--- src/rtl/ms_relay_pkg.sv ---
// Shared types, mode constants and width helper for the master/slave sync relay.
package ms_relay_pkg;

  // Forwarding FSM: IDLE looks for a pending channel, SEND holds the beat until accepted
  typedef enum logic {
    IDLE = 1'b0,
    SEND = 1'b1
  } relayState_e;

  // Capture behaviour selectors for the MODE parameter
  localparam int MODE_LATCH = 0;
  localparam int MODE_ACC   = 1;

  // Channel index width, never narrower than one bit so a single-channel relay still has a port
  function automatic int chIdxWidth(input int numCh);
    return (numCh > 1) ? $clog2(numCh) : 1;
  endfunction

endpackage

--- src/rtl/ms_rr_pick.sv ---
// Combinational round-robin picker: finds the first set pend bit starting at rrPtr_i and wrapping.
module ms_rr_pick
  import ms_relay_pkg::*;
#(
  parameter int NUM_CH = 3,
  parameter int CH_W   = chIdxWidth(NUM_CH)
) (
  input  logic [NUM_CH-1:0] pend_i,
  input  logic [CH_W-1:0]   rrPtr_i,
  output logic              any_o,
  output logic [CH_W-1:0]   idx_o
);

  int              cand;
  logic [CH_W-1:0] candIdx;

  // Scan offsets from the far end down to zero so the candidate closest to rrPtr_i wins last
  always_comb begin
    any_o   = 1'b0;
    idx_o   = '0;
    cand    = 0;
    candIdx = '0;
    for (int off = NUM_CH - 1; off >= 0; off--) begin
      cand = int'(rrPtr_i) + off;
      if (cand >= NUM_CH) begin
        cand = cand - NUM_CH;
      end
      candIdx = CH_W'(cand);
      if (pend_i[candIdx]) begin
        any_o = 1'b1;
        idx_o = candIdx;
      end
    end
  end

endmodule

--- src/rtl/ms_sync_relay.sv ---
// N-channel relay: sync-qualified captures into per-channel registers, always visible on
// s_out_data, and forwarded one at a time round-robin on a valid/ready master stream.
module ms_sync_relay
  import ms_relay_pkg::*;
#(
  parameter int NUM_CH = 3,
  parameter int DATA_W = 32,
  parameter int MODE   = MODE_LATCH,
  parameter int OVF_W  = 8,
  localparam int CH_W  = chIdxWidth(NUM_CH)
) (
  input  logic                     clk,
  input  logic                     rst,
  input  logic [NUM_CH*DATA_W-1:0] s_in_data,
  input  logic [NUM_CH-1:0]        s_in_sync,
  output logic [NUM_CH*DATA_W-1:0] s_out_data,
  output logic [DATA_W-1:0]        m_out_data,
  output logic [CH_W-1:0]          m_out_ch,
  output logic                     m_out_valid,
  input  logic                     m_out_ready,
  output logic [NUM_CH*OVF_W-1:0]  ovf_cnt
);

  relayState_e                   state_q, state_d;
  logic [NUM_CH-1:0][DATA_W-1:0] chData_q, chData_d;
  logic [NUM_CH-1:0]             pend_q, pend_d;
  logic [NUM_CH-1:0][OVF_W-1:0]  ovf_q, ovf_d;
  logic [CH_W-1:0]               rrPtr_q, rrPtr_d;
  logic [DATA_W-1:0]             mData_q, mData_d;
  logic [CH_W-1:0]               mCh_q, mCh_d;
  logic                          mValid_q, mValid_d;

  logic                          pickAny;
  logic [CH_W-1:0]               pickIdx;
  logic                          loadSel;
  logic                          xferDone;
  logic [NUM_CH-1:0]             selVec;

  ms_rr_pick #(
    .NUM_CH (NUM_CH),
    .CH_W   (CH_W)
  ) u_pick (
    .pend_i  (pend_q),
    .rrPtr_i (rrPtr_q),
    .any_o   (pickAny),
    .idx_o   (pickIdx)
  );

  // FSM state register
  always_ff @(posedge clk or posedge rst) begin
    if (rst) begin
      state_q <= IDLE;
    end else begin
      state_q <= state_d;
    end
  end

  // FSM next state: leave IDLE when anything is pending, leave SEND once the beat is accepted
  always_comb begin
    state_d = state_q;
    case (state_q)
      IDLE:    if (pickAny) state_d = SEND;
      SEND:    if (m_out_ready) state_d = IDLE;
      default: state_d = IDLE;
    endcase
  end

  // FSM outputs: load a new beat from IDLE, retire the current beat from SEND
  always_comb begin
    loadSel  = 1'b0;
    xferDone = 1'b0;
    case (state_q)
      IDLE:    loadSel  = pickAny;
      SEND:    xferDone = m_out_ready;
      default: ;
    endcase
  end

  // One-hot of the channel being selected this cycle, used for pend clearing and overrun masking
  always_comb begin
    selVec = '0;
    if (loadSel) begin
      selVec[pickIdx] = 1'b1;
    end
  end

  // Per-channel capture, pending flags and saturating overrun counters; a sync always wins over
  // a same-cycle selection so the freshly captured value is still forwarded later
  always_comb begin
    chData_d = chData_q;
    pend_d   = pend_q;
    ovf_d    = ovf_q;
    for (int i = 0; i < NUM_CH; i++) begin
      if (s_in_sync[i]) begin
        if (MODE == MODE_ACC) begin
          chData_d[i] = chData_q[i] + s_in_data[i*DATA_W +: DATA_W];
        end else begin
          chData_d[i] = s_in_data[i*DATA_W +: DATA_W];
        end
        if (pend_q[i] && !selVec[i] && (ovf_q[i] != {OVF_W{1'b1}})) begin
          ovf_d[i] = ovf_q[i] + OVF_W'(1);
        end
        pend_d[i] = 1'b1;
      end else if (selVec[i]) begin
        pend_d[i] = 1'b0;
      end
    end
  end

  // Master beat: snapshot the pre-capture register on selection, advance the pointer on accept
  always_comb begin
    mData_d  = mData_q;
    mCh_d    = mCh_q;
    mValid_d = mValid_q;
    rrPtr_d  = rrPtr_q;
    if (loadSel) begin
      mData_d  = chData_q[pickIdx];
      mCh_d    = pickIdx;
      mValid_d = 1'b1;
    end
    if (xferDone) begin
      mValid_d = 1'b0;
      rrPtr_d  = (mCh_q == CH_W'(NUM_CH - 1)) ? '0 : mCh_q + CH_W'(1);
    end
  end

  // Datapath registers, all cleared asynchronously so a reset mid-beat drops valid at once
  always_ff @(posedge clk or posedge rst) begin
    if (rst) begin
      chData_q <= '0;
      pend_q   <= '0;
      ovf_q    <= '0;
      rrPtr_q  <= '0;
      mData_q  <= '0;
      mCh_q    <= '0;
      mValid_q <= 1'b0;
    end else begin
      chData_q <= chData_d;
      pend_q   <= pend_d;
      ovf_q    <= ovf_d;
      rrPtr_q  <= rrPtr_d;
      mData_q  <= mData_d;
      mCh_q    <= mCh_d;
      mValid_q <= mValid_d;
    end
  end

  assign s_out_data  = chData_q;
  assign ovf_cnt     = ovf_q;
  assign m_out_data  = mData_q;
  assign m_out_ch    = mCh_q;
  assign m_out_valid = mValid_q;

endmodule
--- config.mk ---
export PLATFORM = sky130hd
export DESIGN_NAME = ms_sync_relay
export DESIGN_NICKNAME = d
export VERILOG_FILES = /design/src/rtl/ms_relay_pkg.sv /design/src/rtl/ms_rr_pick.sv /design/src/rtl/ms_sync_relay.sv
export SDC_FILE = /design/constraint.sdc
export NUM_CORES = 1
export LEC_CHECK = 0
export CAP_MARGIN = 5
export CORE_MARGIN = 4
export CORE_UTILIZATION = 36
export CTS_CLUSTER_DIAMETER = 150
export DETAILED_ROUTE_END_ITERATION = 8
export PLACE_DENSITY_LB_ADDON = 0.2
export SYNTH_ARGS = -nofsm -noshare
export SYNTH_HDL_FRONTEND = slang
export SYNTH_SLANG_ARGS = --single-unit
--- constraint.sdc ---
create_clock -name clk -period 7.26 [get_ports clk]
set_input_delay 1.452 -clock clk [delete_from_list [all_inputs] [get_ports clk]]
set_output_delay 1.452 -clock clk [all_outputs]
set_load 0.05 [all_outputs]
==> PnR_summary.wiki, run 1 <==
{| class="wikitable"
! Metric !! Value
|-
| Status || finished, final reports clean
|-
| Total track usage || 18.9%
|-
| Maximum clock skew at final layout || 11.4 ps
|-
| Portion of synthesized cell area occupied by the leading cell type || 57.5%
|-
| Syn. warnings || 0
|-
| Library cell contributing the largest single delay on the critical path || sky130_fd_sc_hd__nand2_2
|-
| Start point of the worst hold path || m_out_data[14]
|-
| Syn_area_per_cell || 12.7 µm²
|-
| First-pass GRT wire length || 32.1 mm
|-
| Average wire per cell in the routed design || between 15 and 20 µm
|-
| Cell count of the worst hold path || 2
|-
| Num CTS Buffers || 17
|-
| Effective utilization at floorplan || 37.1%
|-
| Worst hold margin || 491 ps
|-
| Worst-margin pin slew || 1220 ps
|-
| Worst R2R End || m_out_data[30]
|-
| Launching element type of the critical path || register
|-
| Primary FF master, synth || sky130_fd_sc_hd__dfrtp_1
|-
| End point of the most critical hold path || m_out_data[14]
|-
| Power Dens Cells || 419 mW/mm²
|-
| Half-perimeter wire length after placement || 14.2 mm
|-
| Synth cell types || 43
|-
| Number of I/O pins || 257
|-
| 1st-pass router iterations || 4
|-
| Synthesized net count || 661
|-
| Post-layout power || 0.00436 W
|-
| Ant diodes || 0
|-
| Cell at the root of the clock tree || sky130_fd_sc_hd__clkbuf_16
|-
| Via count || ~5400
|-
| Die boundary width || between 100 and 150 µm
|-
| Clk_lat worst skew || 420 ps
|-
| Category of the worst setup path capture point || register
|-
| Final instance area || 0.0104 mm²
|-
| Area of the multi-input gates || roughly 0.0028 mm²
|-
| # Max-Cap Violations || 0
|-
| Flip-flop and latch count after synthesis || 161
|-
| Cell type contributing the most total cell area after synthesis || sky130_fd_sc_hd__dfrtp_1
|-
| EDFF count, synth || 0
|-
| Hold Violations, Final || 0
|-
| Cells traversed along the worst timing path || inv_1 -> ha_1 -> a21boi_0 -> o21a_1 -> a41o_1 -> nand2_2 -> mux2i_1 -> o21ai_0
|-
| H-tree depth reported by CTS || 4
|-
| Min Clock Period, post-route || 3230 ps
|-
| Largest fanout of any net on the critical path || 32
|-
| Worst setup slack for register-to-register paths || around 4000 ps
|-
| Arrival time worst endpoint || 3520 ps
|-
| Die area || about 0.022 mm²
|-
| Maximum achievable frequency || slightly above 300 MHz
|-
| Async set-reset flop share out of synthesis || 100%
|-
| CTS resizes || 0
|-
| Path type of the worst min-delay path || reg -> reg
|-
| Number of rows in the core area || 50
|-
| Antenna violations before repair || 0
|-
| Total length of routed wires || 20.7 mm
|-
| Residual DRC count || 0
|-
| Initial DRC count || 306
|-
| Worst r2r path cells || 8
|-
| Number of setup buffers added after CTS || 0
|-
| Final count of pins violating max slew || 0
|-
| Deepest clock path buffer count || 2
|-
| Ranking of synthesized cells by area || sky130_fd_sc_hd__dfrtp_1 58%, sky130_fd_sc_hd__mux2_2 16%, sky130_fd_sc_hd__mux2i_1 4.9%, sky130_fd_sc_hd__and3_1 2.9%, sky130_fd_sc_hd__o21ai_0 2.8%
|-
| Share of the clock period used by the worst path after layout || 44.5%
|-
| Sequential-to-total area share from yosys stat || 57.5%
|-
| Hold-fix buffers at CTS || 0
|-
| Core area || about 0.019 mm²
|-
| Via count of the first global-routing pass || 5796
|-
| Clock Sinks || 161
|-
| CP required || 7550 ps
|-
| Post-synthesis cell count || 553
|-
| Setup repair after global routing missed its margin || false
|-
| Port Buf Inserts || 256
|-
| Instance area after placement || between 0.009 and 0.01 mm²
|-
| Worst R2R Start || rrPtr_q[0]
|-
| Post-synthesis cell area || 0.00700 mm²
|-
| Final nets || 911
|-
| Clock-pin transition on the worst setup and hold timing paths || 60 ps
|-
| Total Neg Setup Slack || 0 ps
|-
| Peak supply drop || 0.257 mV
|-
| Fraction of the core area covered by cells at the end of the flow || 55.1%
|-
| Die Span Y || ~150 µm
|-
| Sequential Area || about 0.0040 mm²
|-
| Layout overhead on the synthesized area || 48.5%
|-
| Final weighted congestion of routability-driven global placement || 0.775
|-
| Peak per-stage delay on the critical path || approximately 700 ps
|-
| # fillers || roughly 1600
|-
| Setup-violating endpoint count in the final report || 0
|-
| Post-route antenna net violation count || 0
|-
| Max transition margin || around 19%
|-
| Leakage component of the power || between 4 and 5 nW
|-
| CTS tree || yes
|-
| Global route overflow || 0
|-
| Share of post-route cells with drive strength above 1 || 17.9%
|-
| Critical Setup Path Class || reg -> reg
|-
| Pin count of the biggest net entering global routing || 91
|-
| Via density || 5.03
|}
## final cells by class
type	instances	area share (%)
clock inverters	10	1.20
inverters	10	0.409
multi-input cells	351	27.2
flip-flops and latches	161	38.7
well taps	260	3.13
clock buffers	21	4.43
repair buffers	262	24.9
## routing by layer
layer / global-route usage [%] / vias up / share of wire (%)
met2: 32.8 / 186 / 51
met3: 6.25 / 33 / 7.1
met1: 22.1 / 2697 / 39
met5: 0 / - / 0
li1: - / 2489 / -
met4: 6.38 / 0 / 2.4
## placed cells by master (no fill, tap or decap), types with 10 or more instances in the layout
cell / synthesis / layout
sky130_fd_sc_hd__o21ai_0: 39 / 39
sky130_fd_sc_hd__a21oi_1: 36 / 36
sky130_fd_sc_hd__clkbuf_16: 0 / 17
sky130_fd_sc_hd__nand2_1: 20 / 19
sky130_fd_sc_hd__dfrtp_1: 161 / 161
sky130_fd_sc_hd__mux2_2: 99 / 99
sky130_fd_sc_hd__mux2i_1: 34 / 34
sky130_fd_sc_hd__xor2_1: 10 / 10
sky130_fd_sc_hd__clkdlybuf4s50_1: 0 / 253
sky130_fd_sc_hd__and3_1: 33 / 33
## critical path, delay by kind of cell (launching register included)
family | cells | cell delay, ps
adder cells (fa/ha/maj) | 1 | 300
AND/OR/NAND/NOR | 1 | 700
buffers and inverters | 1 | 70
flip-flops | 1 | 380
AO/OA/AOI/OAI | 4 | 1160
multiplexers | 1 | 480
## cells in the mapped netlist, types with 2 or more instances
cell type	number
sky130_fd_sc_hd__dfrtp_1	161
sky130_fd_sc_hd__mux2_2	99
sky130_fd_sc_hd__o21ai_0	39
sky130_fd_sc_hd__a21oi_1	36
sky130_fd_sc_hd__mux2i_1	34
sky130_fd_sc_hd__and3_1	33
sky130_fd_sc_hd__clkbuf_1	26
sky130_fd_sc_hd__nand2_1	20
sky130_fd_sc_hd__inv_1	10
sky130_fd_sc_hd__xor2_1	10
sky130_fd_sc_hd__nand3_1	9
sky130_fd_sc_hd__xnor2_1	9
sky130_fd_sc_hd__nor2_1	8
sky130_fd_sc_hd__ha_1	6
sky130_fd_sc_hd__nand4_1	6
sky130_fd_sc_hd__nor3_1	5
sky130_fd_sc_hd__buf_2	4
sky130_fd_sc_hd__nand2b_1	4
sky130_fd_sc_hd__o21a_1	4
sky130_fd_sc_hd__nor4_1	3
sky130_fd_sc_hd__a21boi_0	2
sky130_fd_sc_hd__a21o_1	2
sky130_fd_sc_hd__nor2b_1	2
sky130_fd_sc_hd__o31ai_1	2
## power breakdown
| part | internal [W] | leakage (nW) | switching (W) |
|---|---|---|---|
| clock network | 0.000527 | 0.273 | 0.000369 |
| registers | 0.00112 | 1.92 | 0.000185 |
| logic | 0.000770 | 2.32 | 0.00139 |
## state kept, by name (all words and copies together), names as in the netlist
register / cells
pend_q: 3
m_out_valid: 1
s_out_data: 96
state_q: 1
m_out_data: 32
m_out_ch: 2
rrPtr_q: 2
ovf_cnt: 24
## stage by stage
stage,std cells,setup slack [ps]
floorplan,553,1460
global placement,1044,3760
detailed placement,1044,3730
CTS,1075,4000
global route,1075,3800
finish,1075,4030
## how the worst max path moves through the flow
stage               startpoint             end  slack [ps]  cells after the start
detailed placement         rst     ovf_cnt[17]        3730                      3
floorplan                  rst     m_out_ch[0]        1460                      1
finish              rrPtr_q[0]  m_out_data[30]        4030                      8
global route        rrPtr_q[0]  m_out_data[30]        3800                      8
CTS                 rrPtr_q[0]  m_out_data[30]        4000                      8
global placement           rst     ovf_cnt[17]        3760                      3
## logic make-up after synthesis
family / synth area share (%)
muxes: 20.9
xor gates and xnor gates: 2.38
and+or+nand+nor: 7.56
buffers and inverters: 2.32
adders and majority gates: 1.07
DFF: 57.5
AOI/OAI and AO/OA: 8.22
(Power assumes the default switching activity.)
==> run 2: changes to the inputs <==
==> constraint.sdc (replaced) <==
create_clock -name clk -period 3.3 [get_ports clk]
set_input_delay 0.66 -clock clk [delete_from_list [all_inputs] [get_ports clk]]
set_output_delay 0.66 -clock clk [all_outputs]
set_load 0.05 [all_outputs]
==> run 2 against run 1 <==
  * Clock skew down 0.60 ps
  * Flip-flop and latch count unchanged
  * Combinational power up 120%
  * Worst setup slack worse by 3600 ps
  * Critical path depth up 1
  * Critical endpoint is now ovf_cnt[14]
  * Largest cell class unchanged
  * Critical path type unchanged
  * Highest routed layer unchanged
  * Hold slack worse by 1.6 ps
  * Largest power group unchanged
  * Clock power up 120%
  * Sequential power up 120%
  * Maximum frequency up 12%
==> PnR_summary.wiki, run 2 (synthesis results as in run 1) <==
{| class="wikitable"
! Metric !! Value
|-
| Status || finished, final reports clean (unchanged)
|-
| Final count of pins violating max slew || 0 (unchanged)
|-
| Clk_lat worst skew || 420 ps (about the same)
|-
| GR Util met1 || 22.4% (was 22.1%)
|-
| Residual DRC count || 0 (unchanged)
|-
| Core area || 0.0189 mm² (unchanged)
|-
| Half-perimeter wire length after placement || 14.7 mm (was 14.2 mm)
|-
| Power Dens Cells || 918 mW/mm² (was 419 mW/mm²)
|-
| Start point of the worst hold path || m_out_data[10] (was m_out_data[14])
|-
| # Max-Cap Violations || 0 (unchanged)
|-
| Bufs and invs on worst path || 2 (was 1)
|-
| Layout overhead on the synthesized area || 50.0% (was 48.5%)
|-
| Library cell contributing the largest single delay on the critical path || sky130_fd_sc_hd__a21boi_0 (was sky130_fd_sc_hd__nand2_2)
|-
| Max FFs per register || 96 (unchanged)
|-
| Die boundary width || 147 µm (unchanged)
|-
| Total length of routed wires || 20.5 mm (was 20.7 mm)
|-
| Num CTS Buffers || 17 (unchanged)
|-
| Max transition margin || 62.0% (was 18.5%)
|-
| Number of rows in the core area || 50 (unchanged)
|-
| Worst R2R Start || rrPtr_q[1] (was rrPtr_q[0])
|-
| Effective utilization at floorplan || 37.1% (unchanged)
|-
| Area of the multi-input gates || 0.00283 mm² (unchanged)
|-
| Deepest clock path buffer count || 2 (unchanged)
|-
| Via count of the first global-routing pass || 5884 (was 5796)
|-
| Total track usage || 18.9% (about the same)
|-
| Via density || 4.99 (was 5.03)
|-
| End point of the most critical hold path || m_out_data[10] (was m_out_data[14])
|-
| Die area || 0.0218 mm² (unchanged)
|-
| Cells traversed along the worst timing path || inv_1 -> ha_1 -> a21boi_0 -> o21a_1 -> o41a_1 -> buf_4 -> nand4_1 -> nand3_1 -> mux2_2 (was inv_1 -> ha_1 -> a21boi_0 -> o21a_1 -> a41o_1 -> nand2_2 -> mux2i_1 -> o21ai_0)
|-
| CTS resizes || 0 (unchanged)
|-
| Pin count of the biggest net entering global routing || 87 (was 91)
|-
| Met3 usage in global routing || 5.21% (was 6.25%)
|-
| Gate family responsible for the most delay along the worst path || compound AO/OA/AOI/OAI gates (unchanged)
|-
| Leakage component of the power || 4.57 nW (was 4.51 nW)
|-
| # fillers || 1615 (was 1598)
|-
| Antenna violations before repair || 0 (unchanged)
|-
| Setup repair after global routing missed its margin || false (unchanged)
|-
| Clock Sinks || 161 (unchanged)
|-
| Setup-violating endpoint count in the final report || 0 (unchanged)
|-
| Arrival time worst endpoint || 3180 ps (was 3520 ps)
|-
| Post-route antenna net violation count || 0 (unchanged)
|-
| Share of post-route cells with drive strength above 1 || 18.7% (was 17.9%)
|-
| Launching element type of the critical path || register (unchanged)
|-
| Largest fanout of any net on the critical path || 15 (was 32)
|-
| Die Span Y || 147 µm (unchanged)
|-
| Min Clock Period, post-route || 2880 ps (was 3230 ps)
|-
| Number of setup buffers added after CTS || 0 (unchanged)
|-
| Clock-pin transition on the worst setup and hold timing paths || 60 ps (about the same)
|-
| Hold Violations, Final || 0 (unchanged)
|-
| Worst-margin pin slew || 568 ps (was 1220 ps)
|-
| Average wire per cell in the routed design || 18.9 µm (was 19.3 µm)
|-
| Port Buf Inserts || 256 (unchanged)
|-
| Cell count of the worst hold path || 2 (unchanged)
|-
| Met2 usage || 33.5% (was 32.8%)
|-
| 1st-pass router iterations || 4 (unchanged)
|-
| Sequential Area || 0.00403 mm² (unchanged)
|-
| Hold-fix buffers at CTS || 0 (unchanged)
|-
| Maximum clock skew at final layout || 10.8 ps (was 11.4 ps)
|-
| Peak per-stage delay on the critical path || 510 ps (was 700 ps)
|-
| Worst r2r path cells || 9 (was 8)
|-
| Worst setup slack for register-to-register paths || 420 ps (was 4030 ps)
|-
| Gr busiest metal || met2 (unchanged)
|-
| Most common cell after layout, fill and taps aside || sky130_fd_sc_hd__clkdlybuf4s50_1 (unchanged)
|-
| Global route overflow || 0 (unchanged)
|-
| Initial DRC count || 269 (was 306)
|-
| Total Neg Setup Slack || 0 ps (unchanged)
|-
| Share of the clock period used by the worst path after layout || 87.3% (was 44.5%)
|-
| Most used cells in the layout excluding fill and tap cells || 253 x sky130_fd_sc_hd__clkdlybuf4s50_1, 161 x sky130_fd_sc_hd__dfrtp_1, 99 x sky130_fd_sc_hd__mux2_2 (unchanged)
|-
| Worst R2R End || ovf_cnt[14] (was m_out_data[30])
|-
| Ant diodes || 0 (unchanged)
|-
| CP required || 3600 ps (was 7550 ps)
|-
| Path type of the worst min-delay path || reg -> reg (unchanged)
|-
| Peak supply drop || 0.370 mV (was 0.257 mV)
|-
| H-tree depth reported by CTS || 4 (unchanged)
|-
| Number of I/O pins || 257 (unchanged)
|-
| Final weighted congestion of routability-driven global placement || 0.830 (was 0.775)
|-
| Cell at the root of the clock tree || sky130_fd_sc_hd__clkbuf_16 (unchanged)
|-
| Critical Setup Path Class || reg -> reg (unchanged)
|-
| First-pass GRT wire length || 32.6 mm (was 32.1 mm)
|-
| Via count || 5394 (was 5405)
|-
| Category of the worst setup path capture point || register (unchanged)
|-
| CTS tree || yes (unchanged)
|-
| Final nets || 917 (was 911)
|-
| Maximum achievable frequency || 347 MHz (was 310 MHz)
|-
| Fraction of the core area covered by cells at the end of the flow || 55.6% (was 55.1%)
|}
-- run 2: final cells by class --
class,count,share of cell area [%]
multi-input combinational,351,26.9
sequential,161,38.4
clock inverter,10,1.16
timing repair buffer,268,25.5
inverter,10,0.393
clock buffer,22,4.61
tap,260,3.10
-- run 2: worst max-delay path by stage --
stage / startpoint / end / depth (start not counted)
6_report: rrPtr_q[1] / ovf_cnt[14] / 9
3_5_place_dp: rrPtr_q[1] / ovf_cnt[1] / 8
4_1_cts: rrPtr_q[1] / ovf_cnt[14] / 9
2_1_floorplan: rst / m_out_ch[0] / 1
3_3_place_gp: rrPtr_q[1] / ovf_cnt[1] / 8
5_1_grt: rrPtr_q[1] / ovf_cnt[14] / 9
-- run 2: stage by stage --
stage | setup slack (ps) | power, W | hold slack, ps | area (µm²) | cells
floorplan | 597 | 0.00601 | 477 | 7010 | 553
global placement | 612 | 0.00757 | 473 | 9900 | 1050
detailed placement | 475 | 0.00770 | 479 | 9900 | 1050
CTS | 445 | 0.00975 | 493 | 10500 | 1082
global route | 179 | 0.0101 | 519 | 10500 | 1082
finish | 418 | 0.00964 | 489 | 10500 | 1082
-- run 2: worst register-to-register path, stage by stage (launching register included) --
cell                       delay, ps
sky130_fd_sc_hd__dfrtp_1         400
sky130_fd_sc_hd__inv_1            60
sky130_fd_sc_hd__ha_1            310
sky130_fd_sc_hd__a21boi_0        510
sky130_fd_sc_hd__o21a_1          320
sky130_fd_sc_hd__o41a_1          230
sky130_fd_sc_hd__buf_4           220
sky130_fd_sc_hd__nand4_1         250
sky130_fd_sc_hd__nand3_1         150
sky130_fd_sc_hd__mux2_2          330
-- run 2: metal layers --
metal | up-vias | part of all wire [%]
met5 | - | 0
met4 | 0 | 1.7
met3 | 24 | 6.0
met2 | 168 | 52
met1 | 2694 | 40
li1 | 2508 | -
-- run 2: report_power, final --
group | leakage (nW) | switching [W] | internal, W
Sequential | 1.92 | 0.000402 | 0.00245
Clock | 0.297 | 0.000802 | 0.00120
Combinational | 2.36 | 0.00305 | 0.00173
==> run 3: changes to the inputs <==
--- a/config.mk
+++ b/config.mk
@@ -5,12 +5,13 @@
 export SDC_FILE = /design/constraint.sdc
 export NUM_CORES = 1
 export LEC_CHECK = 0
-export CAP_MARGIN = 5
+export CAP_MARGIN = 10
 export CORE_MARGIN = 4
 export CORE_UTILIZATION = 36
 export CTS_CLUSTER_DIAMETER = 150
 export DETAILED_ROUTE_END_ITERATION = 8
 export PLACE_DENSITY_LB_ADDON = 0.2
+export SKIP_CTS_REPAIR_TIMING = 1
 export SYNTH_ARGS = -nofsm -noshare
 export SYNTH_HDL_FRONTEND = slang
 export SYNTH_SLANG_ARGS = --single-unit
==> results of run 3 <==
Same layout as run 2: the final DEF is identical, and so are final timing and power.
